### src/rtl/alu_pkg.sv
// Shared opcode encoding and FSM state type for the sequential ALU.
// is_iter_op() marks the opcodes that take the multi-cycle datapath.
package alu_pkg;

    typedef enum logic [3:0] {
        OP_ADD  = 4'b0000,
        OP_SUB  = 4'b0001,
        OP_SL   = 4'b0010,
        OP_AND  = 4'b0011,
        OP_SR   = 4'b0100,
        OP_BLT  = 4'b0101,
        OP_OR   = 4'b0110,
        OP_SRA  = 4'b0111,
        OP_MUL  = 4'b1000,
        OP_BGT  = 4'b1001,
        OP_DIVU = 4'b1010,
        OP_REMU = 4'b1011,
        OP_BEQ  = 4'b1100,
        OP_XOR  = 4'b1101
    } alu_op_e;

    typedef enum logic {
        IDLE = 1'b0,
        BUSY = 1'b1
    } state_e;

    function automatic logic is_iter_op(input logic [3:0] op);
        return (op == OP_MUL) || (op == OP_DIVU) || (op == OP_REMU);
    endfunction

endpackage

### src/rtl/alu_iter.sv
// Iterative datapath: shift-add multiply and restoring divide, one bit per cycle.
// o_done/o_result are valid in the last busy cycle; o_result is the post-step value.
module alu_iter
    import alu_pkg::*;
#(
    parameter int XLEN = 32,
    parameter int CW   = $clog2(XLEN)
) (
    input  logic            clk,
    input  logic            rst,
    input  logic            i_start,
    input  logic [3:0]      i_op,
    input  logic [XLEN-1:0] i_a,
    input  logic [XLEN-1:0] i_b,
    output logic            o_done,
    output logic [XLEN-1:0] o_result
);

    logic            r_busy;
    logic [CW-1:0]   r_cnt;
    logic            r_is_mul;
    logic            r_is_rem;
    logic [XLEN-1:0] r_acc;
    logic [XLEN-1:0] r_x;
    logic [XLEN-1:0] r_y;

    logic [XLEN:0]   w_rem_sh;
    logic [XLEN:0]   w_diff;
    logic            w_fits;
    logic [XLEN-1:0] w_acc_nx;
    logic [XLEN-1:0] w_x_nx;
    logic [XLEN-1:0] w_y_nx;

    // MUL: acc += x when y[0]; x shifts left, y right. DIV: x holds dividend/quotient, y divisor.
    always_comb begin
        w_rem_sh = {r_acc, r_x[XLEN-1]};
        w_diff   = w_rem_sh - {1'b0, r_y};
        w_fits   = !w_diff[XLEN];
        w_acc_nx = r_acc;
        w_x_nx   = r_x;
        w_y_nx   = r_y;
        if (r_is_mul) begin
            w_acc_nx = r_y[0] ? (r_acc + r_x) : r_acc;
            w_x_nx   = {r_x[XLEN-2:0], 1'b0};
            w_y_nx   = {1'b0, r_y[XLEN-1:1]};
        end else begin
            w_acc_nx = w_fits ? w_diff[XLEN-1:0] : w_rem_sh[XLEN-1:0];
            w_x_nx   = {r_x[XLEN-2:0], w_fits};
            w_y_nx   = r_y;
        end
    end

    assign o_done   = r_busy && (r_cnt == {CW{1'b0}});
    assign o_result = (r_is_mul || r_is_rem) ? w_acc_nx : w_x_nx;

    // Operand capture on start, then one iteration per busy cycle.
    always_ff @(posedge clk) begin
        if (rst) begin
            r_busy   <= 1'b0;
            r_cnt    <= {CW{1'b0}};
            r_is_mul <= 1'b0;
            r_is_rem <= 1'b0;
            r_acc    <= {XLEN{1'b0}};
            r_x      <= {XLEN{1'b0}};
            r_y      <= {XLEN{1'b0}};
        end else if (i_start) begin
            r_busy   <= 1'b1;
            r_cnt    <= CW'(XLEN - 1);
            r_is_mul <= (i_op == OP_MUL);
            r_is_rem <= (i_op == OP_REMU);
            r_acc    <= {XLEN{1'b0}};
            r_x      <= i_a;
            r_y      <= i_b;
        end else if (r_busy) begin
            r_acc <= w_acc_nx;
            r_x   <= w_x_nx;
            r_y   <= w_y_nx;
            if (r_cnt == {CW{1'b0}}) begin
                r_busy <= 1'b0;
            end else begin
                r_cnt <= r_cnt - CW'(1);
            end
        end
    end

endmodule

### src/rtl/seq_alu.sv
// Sequential ALU with valid/ready handshakes: single-cycle ops finish in one cycle,
// MUL/DIVU/REMU run through alu_iter and return XLEN+1 cycles after acceptance.
module seq_alu
    import alu_pkg::*;
#(
    parameter int XLEN = 32,
    parameter int SHW  = $clog2(XLEN)
) (
    input  logic            clk,
    input  logic            rst,
    input  logic            in_valid,
    output logic            in_ready,
    input  logic [XLEN-1:0] a,
    input  logic [XLEN-1:0] b,
    input  logic [3:0]      alu_op,
    output logic            out_valid,
    input  logic            out_ready,
    output logic [XLEN-1:0] result,
    output logic            branch
);

    state_e          r_state;
    logic            r_out_valid;
    logic [XLEN-1:0] r_result;
    logic            r_branch;

    logic            w_accept;
    logic            w_iter_op;
    logic            w_iter_done;
    logic [XLEN-1:0] w_iter_result;
    logic [SHW-1:0]  w_shamt;
    logic [XLEN-1:0] w_res;
    logic            w_br;

    assign in_ready  = !rst && (r_state == IDLE) && (!r_out_valid || out_ready);
    assign w_accept  = in_valid && in_ready;
    assign w_iter_op = is_iter_op(alu_op);
    assign w_shamt   = b[SHW-1:0];

    assign out_valid = r_out_valid;
    assign result    = r_result;
    assign branch    = r_branch;

    alu_iter #(.XLEN(XLEN)) u_iter (
        .clk      (clk),
        .rst      (rst),
        .i_start  (w_accept && w_iter_op),
        .i_op     (alu_op),
        .i_a      (a),
        .i_b      (b),
        .o_done   (w_iter_done),
        .o_result (w_iter_result)
    );

    // Single-cycle result; compares return zero data, unknown codes fall back to ADD.
    always_comb begin
        w_res = a + b;
        w_br  = 1'b0;
        case (alu_op)
            OP_ADD:  w_res = a + b;
            OP_SUB:  w_res = a - b;
            OP_SL:   w_res = a << w_shamt;
            OP_AND:  w_res = a & b;
            OP_SR:   w_res = a >> w_shamt;
            OP_OR:   w_res = a | b;
            OP_SRA:  w_res = XLEN'($signed(a) >>> w_shamt);
            OP_XOR:  w_res = a ^ b;
            OP_BLT:  begin w_res = {XLEN{1'b0}}; w_br = (a < b);  end
            OP_BGT:  begin w_res = {XLEN{1'b0}}; w_br = (a > b);  end
            OP_BEQ:  begin w_res = {XLEN{1'b0}}; w_br = (a == b); end
            default: w_res = a + b;
        endcase
    end

    // Control FSM and output register.
    always_ff @(posedge clk) begin
        if (rst) begin
            r_state     <= IDLE;
            r_out_valid <= 1'b0;
            r_result    <= {XLEN{1'b0}};
            r_branch    <= 1'b0;
        end else if (w_accept && !w_iter_op) begin
            r_result    <= w_res;
            r_branch    <= w_br;
            r_out_valid <= 1'b1;
        end else if (w_accept) begin
            r_state     <= BUSY;
            r_out_valid <= 1'b0;
        end else if ((r_state == BUSY) && w_iter_done) begin
            r_state     <= IDLE;
            r_result    <= w_iter_result;
            r_branch    <= 1'b0;
            r_out_valid <= 1'b1;
        end else if (r_out_valid && out_ready) begin
            r_out_valid <= 1'b0;
        end
    end

endmodule

### config.mk
export PLATFORM = sky130hd
export DESIGN_NAME = seq_alu
export DESIGN_NICKNAME = d
export VERILOG_FILES = /design/src/rtl/alu_pkg.sv /design/src/rtl/alu_iter.sv /design/src/rtl/seq_alu.sv
export SDC_FILE = /design/constraint.sdc
export NUM_CORES = 1
export LEC_CHECK = 0
export ABC_AREA = 1
export BUFFER_PORTS_ARGS = -buffer_cell sky130_fd_sc_hd__buf_4
export CORE_MARGIN = 4
export CORE_UTILIZATION = 58
export DETAILED_ROUTE_END_ITERATION = 16
export PLACE_DENSITY_LB_ADDON = 0.15
export SETUP_SLACK_MARGIN = 0.1
export SYNTH_ARGS = -nofsm -noshare
export SYNTH_HDL_FRONTEND = slang
export SYNTH_SLANG_ARGS = --single-unit
### constraint.sdc
create_clock -name clk -period 2.39 [get_ports clk]
set_input_delay 0.1195 -clock clk [delete_from_list [all_inputs] [get_ports clk]]
set_output_delay 0.1195 -clock clk [all_outputs]
set_load 0.02 [all_outputs]
==> results of run 1 <==
[layer usage]
metal	GRT overflow	GRT usage [%]
met1	0	74.4
met4	0	66.6
met2	2	87.3
met5	0	33.3
met3	0	58.9
[through the flow]
step / hold WS, ns / TNS, ns / setup slack [ns]
3_3_place_gp: 0.431 / -2.03 / -0.191
2_1_floorplan: 0.269 / 0 / 0.0545
4_1_cts: 0.00610 / -5.98 / -0.169
3_5_place_dp: 0.452 / -6.11 / -0.206
[timing repair]
| item | CTS |
|---|---|
| pin swaps | 42 |
| gates resized for setup | 215 |
| hold buffers | 1 |
| cloned | 5 |
| buffers inserted | 9 |
| endpoints found under the setup margin | 65 |
| endpoints found under the hold margin | 1 |
[kinds of logic after synthesis]
| family | after synthesis |
|---|---|
| xor gates and xnor gates | 32 |
| buffers and inverters | 724 |
| DFF | 139 |
| and+or+nand+nor | 2106 |
| muxes | 5 |
| AOI/OAI and AO/OA | 766 |
| adders and majority gates | 167 |
[synth_stat cells (all sizes together), types with 11 or more instances]
master and n:
inv 547, clkbuf 98, a21oi 325, o211ai 65, xnor2 13, xor2 19, nand3 523, ha 163
o22ai 12, o21a 11, o21ai 261, a31oi 40, a21boi 16, nor3 40, or2 12, nand2 1169
nor2 299, nand4 36, buf 74, dfxtp 139, and2 11
==> flow_summary_export.csv, run 1 <==
group,metric,value,unit
outcome,outcome,"did not finish",
outcome,lastStage,"5_1_grt",
outcome,stop_error,"[ERROR GRT-0116] Global routing finished with congestion. Check the congestion regions in the DRC Viewer.",
yosys,yosys.area_share.simple,42.1,%
yosys,avgSynthCellArea,5.41,um^2
yosys,yosys.area_share.adder,9.95,%
yosys,muxShareOfSynthArea,0.235,%
clocking,numCtsBuffers,17,
clocking,cts_max_path_buffers,2,
global_route,track_usage,72.5,%
yosys,synth_edf_count,0,
yosys,syn_area,0.0213,mm^2
yosys,synth_compound_area_share,20.1,%
clocking,root_buffer,"clkbuf_16",
global_route,grt_max_degree,68,
die,die_w,200,um
yosys,yosysTopAreaCellShare,20.3,%
yosys,yosysTopAreaCell,"nand2_1",
global_route,grt-ovfl-total,2,
yosys,synth_async_sr_flop_share,0,%
yosys,syn_nets,4178,
yosys,yosys_warnings,0,
yosys,synthXorXnorAreaFrac,1.32,%
global_route,grt_pass1_vias,35500,
yosys,synth-seq-area-share,13.1,%
global_route,grt_pass1_wl,218000,um
placed_design,dp_hpwl,87300,um
placed_design,placed_cell_area,0.0268,mm^2
clocking,clock-sinks,139,
placed_design,gp_congestion,1.21,
yosys,synth-seq-cells,139,
yosys,ys_types,57,
clocking,htree_levels,4,
die,start_util,59.3,%
die,fp-row-count,69,
yosys,synth.top_cells.by_area,"nand2_1 (20%), dfxtp_1 (13%), nand3_1 (12%)",
die,die_h,200,um
placed_design,placed_cells,4932,
yosys,synthFlopType,"dfxtp_1",
yosys,synth_top_family_by_area,"simple AND/OR/NAND/NOR gates",
placed_design,portBuffers,106,
yosys,syn_inst,3939,
die,io_pins,107,
==> run 2: changes to the inputs <==
--- a/config.mk
+++ b/config.mk
@@ -8,10 +8,9 @@
 export ABC_AREA = 1
 export BUFFER_PORTS_ARGS = -buffer_cell sky130_fd_sc_hd__buf_4
 export CORE_MARGIN = 4
-export CORE_UTILIZATION = 58
+export CORE_UTILIZATION = 40
 export DETAILED_ROUTE_END_ITERATION = 16
 export PLACE_DENSITY_LB_ADDON = 0.15
-export SETUP_SLACK_MARGIN = 0.1
 export SYNTH_ARGS = -nofsm -noshare
 export SYNTH_HDL_FRONTEND = slang
 export SYNTH_SLANG_ARGS = --single-unit
==> constraint.sdc (replaced) <==
create_clock -name clk -period 3.11 [get_ports clk]
set_input_delay 0.1555 -clock clk [delete_from_list [all_inputs] [get_ports clk]]
set_output_delay 0.1555 -clock clk [all_outputs]
set_load 0.02 [all_outputs]
==> flow_summary_export.csv, run 2 <==
group,metric,value,unit
outcome,outcome,"completed",
die,start_util,40.5,%
global_route,grt-ovfl-total,0,
route,routed_via_density,5.80,
yosys,yosysTopAreaCell,"nand2_1",
clocking,tritoncts,"built",
power_and_ir_drop,ir_worst_vdd,0.422,mV
yosys,syn_inst,3939,
die,dieArea,0.0570,mm^2
layout,area_delta_synth_final,15.7,%
yosys,muxShareOfSynthArea,0.235,%
yosys,synth.top_cells.by_area,"nand2_1 (20%), dfxtp_1 (13%), nand3_1 (12%)",
layout,final_cell_mix,"nand2_1 (1,153), inv_1 (525), nand3_1 (513)",
yosys,synth_compound_area_share,20.1,%
layout,antenna_cells,0,
timing,finalMaxSlewViolations,0,
clocking,clock-sinks,139,
route,drt_iter0_markers,3677,
power_and_ir_drop,internal-power,0.00450,W
global_route,track_usage,38.0,%
timing,fin_crit,2.90,ns
route,first_pass_iters,9,
yosys,avgSynthCellArea,5.41,um^2
power_and_ir_drop,comb_power_share,48.5,%
power_and_ir_drop,power_switching,0.00372,W
clocking,htree_levels,4,
worst_setup_path,worstReg2RegStart,"u_iter.r_x[0]$_SDFFE_PP0P_",
layout,final_layout_size_suffix_gt1_share,10.4,%
yosys,ys_types,57,
yosys,syn_nets,4178,
route,drtAntennaViolNets,0,
worst_setup_path,cp_max_fo,4,
yosys,synthXorXnorAreaFrac,1.32,%
placed_design,placed_cell_area,0.0240,mm^2
timing,finalSetupViolations,0,
clocking,path_clk_slew,0.07,ns
power_and_ir_drop,powerDensity,334,mW/mm^2
power_and_ir_drop,switching_share,45.3,%
clocking,root_buffer,"clkbuf_16",
layout,fill_cells,6010,
die,core_area,0.0527,mm^2
worst_setup_path,startpoint_type,"primary input",
yosys,yosys.area_share.adder,9.95,%
yosys,synth_async_sr_flop_share,0,%
power_and_ir_drop,pwr-share-seq,23.1,%
yosys,synth.most_common_cell,"nand2_1",
layout,fin_area,0.0246,mm^2
clocking,post_cts_buffers,0,
route,vias,27800,
placed_design,placed_cells,4764,
layout,nets,4336,
yosys,synth-seq-cells,139,
worst_hold_path,min_from,"b[18]",
die,die_h,239,um
timing,rsz0062_at_grt,"no",
yosys,synth_edf_count,0,
worst_setup_path,critPathRequiredTime,3.43,ns
worst_hold_path,min_path_type,"in -> reg",
yosys,yosys-top-cells-count,"nand2_1 (1,153), inv_1 (529), nand3_1 (514)",
global_route,grt_pass1_wl,163000,um
yosys,synth-seq-area-share,13.1,%
clocking,clk_latency,0.46,ns
timing,period_share,93.2,%
yosys,synthFlopType,"dfxtp_1",
timing,fin_skew,0.0124,ns
yosys,yosys.area_share.simple,42.1,%
clocking,numCtsBuffers,17,
power_and_ir_drop,p_leak,12.2,nW
worst_setup_path,critPathKind,"in -> reg",
yosys,synth_top_family_by_area,"simple AND/OR/NAND/NOR gates",
timing,fin_setup_tns,0,ns
route,wl,113000,um
placed_design,portBuffers,106,
timing,slew_headroom,13.1,%
global_route,antenna_found_initial,2,
layout,finalNonFillerCells,4798,
die,die_w,239,um
clocking,cts_max_path_buffers,2,
timing,max_freq,345,MHz
worst_setup_path,r2r_slack,0.22,ns
yosys,yosysTopAreaCellShare,20.3,%
layout,final_util,46.8,%
timing,fin_hold_ws,0.0423,ns
yosys,yosys_warnings,0,
route,drc_errors,0,
yosys,syn_area,0.0213,mm^2
die,io_pins,107,
placed_design,gp_congestion,1.06,
placed_design,dp_hpwl,93500,um
job,drv_cap,0,
power_and_ir_drop,power.share.clock,28.4,%
worst_setup_path,endpoint_kind,"register",
layout,final_common_cell,"nand2_1",
global_route,grt_max_degree,80,
timing,hold_viol_final,0,
die,fp-row-count,84,
route,routedWlPerCell,23.6,um
worst_setup_path,cp-startpoint,"a[6]",
worst_setup_path,crit_arrival,3.22,ns
global_route,grt_pass1_vias,25400,
timing,tightest_slew,1.30,ns
-- run 2: cell counts after synthesis --
Identical to the previous run, type by type.
-- run 2: layout make-up --
type,instances,area (um^2),area share (%)
Inverter,552,2070,8.42
Sequential cell,139,2790,11.3
Tap cell,688,861,3.49
Timing Repair Buffer,311,2510,10.2
Multi-Input combinational cell,3076,15800,63.9
Clock inverter,14,206,0.838
Clock buffer,18,450,1.83
-- run 2: cell families after synthesis --
family,after synthesis
AOI/OAI and AO/OA,766
xor gates and xnor gates,32
adders and majority gates,167
buffers and inverters,724
DFF,139
muxes,5
and+or+nand+nor,2106
-- run 2: power by group through the flow --
stage / combinational [W] / sequential (W) / clock (W)
3_5_place_dp: 0.00384 / 0.00194 / 0
6_report: 0.00399 / 0.00190 / 0.00233
2_1_floorplan: 0.00234 / 0.00193 / 0
4_1_cts: 0.00386 / 0.00190 / 0.00235
5_1_grt: 0.00429 / 0.00190 / 0.00242
3_3_place_gp: 0.00384 / 0.00194 / 0
-- run 2: layer usage --
metal	up-vias	GRT usage (%)	wire, um
met5	-	0	0
met4	0	25.3	9160
met3	331	4.56	10100
met2	1581	58.8	48200
met1	12700	49.7	45700
li1	13200	-	-
-- run 2: repair_timing --
| item | 4_1_cts | 5_1_grt |
|---|---|---|
| gates resized for setup | 0 | 6 |
| endpoints found under the hold margin | 2 | 0 |
| setup endpoints to repair | 0 | 27 |
| hold buffers | 2 | 0 |
-- run 2: through the flow --
| step | setup slack (ns) | total power, W |
|---|---|---|
| 6_report | 0.212 | 0.00823 |
| 5_1_grt | 0.00559 | 0.00861 |
| 4_1_cts | 0.133 | 0.00811 |
| 3_5_place_dp | 0.0867 | 0.00577 |
| 3_3_place_gp | 0.110 | 0.00578 |
| 2_1_floorplan | 0.533 | 0.00427 |
-- run 2: worst paths after layout --
path                                       end  cells after the start
hold / removal     u_iter.r_y[18]$_SDFFE_PP0P_                      3
setup / recovery       result[27]$_SDFFE_PP0P_                     17
setup reg to reg       result[26]$_SDFFE_PP0P_                     18
hold reg to reg   u_iter.r_cnt[0]$_SDFFE_PP0P_                      2
-- run 2: worst max-delay path, cell delays in order --
cell,delay (ns)
dlygate4sd3_1,0.54
buf_4,0.14
inv_1,0.08
ha_1,0.27
buf_4,0.17
a21oi_1,0.26
inv_1,0.07
nor2_1,0.18
nand2_1,0.17
nand2_1,0.09
nand2_1,0.20
nand2_1,0.17
nand3_1,0.09
nand3_1,0.10
nand3_1,0.21
a21boi_0,0.23
a21oi_1,0.09
No activity file was read; power rests on OpenSTA's default activity.
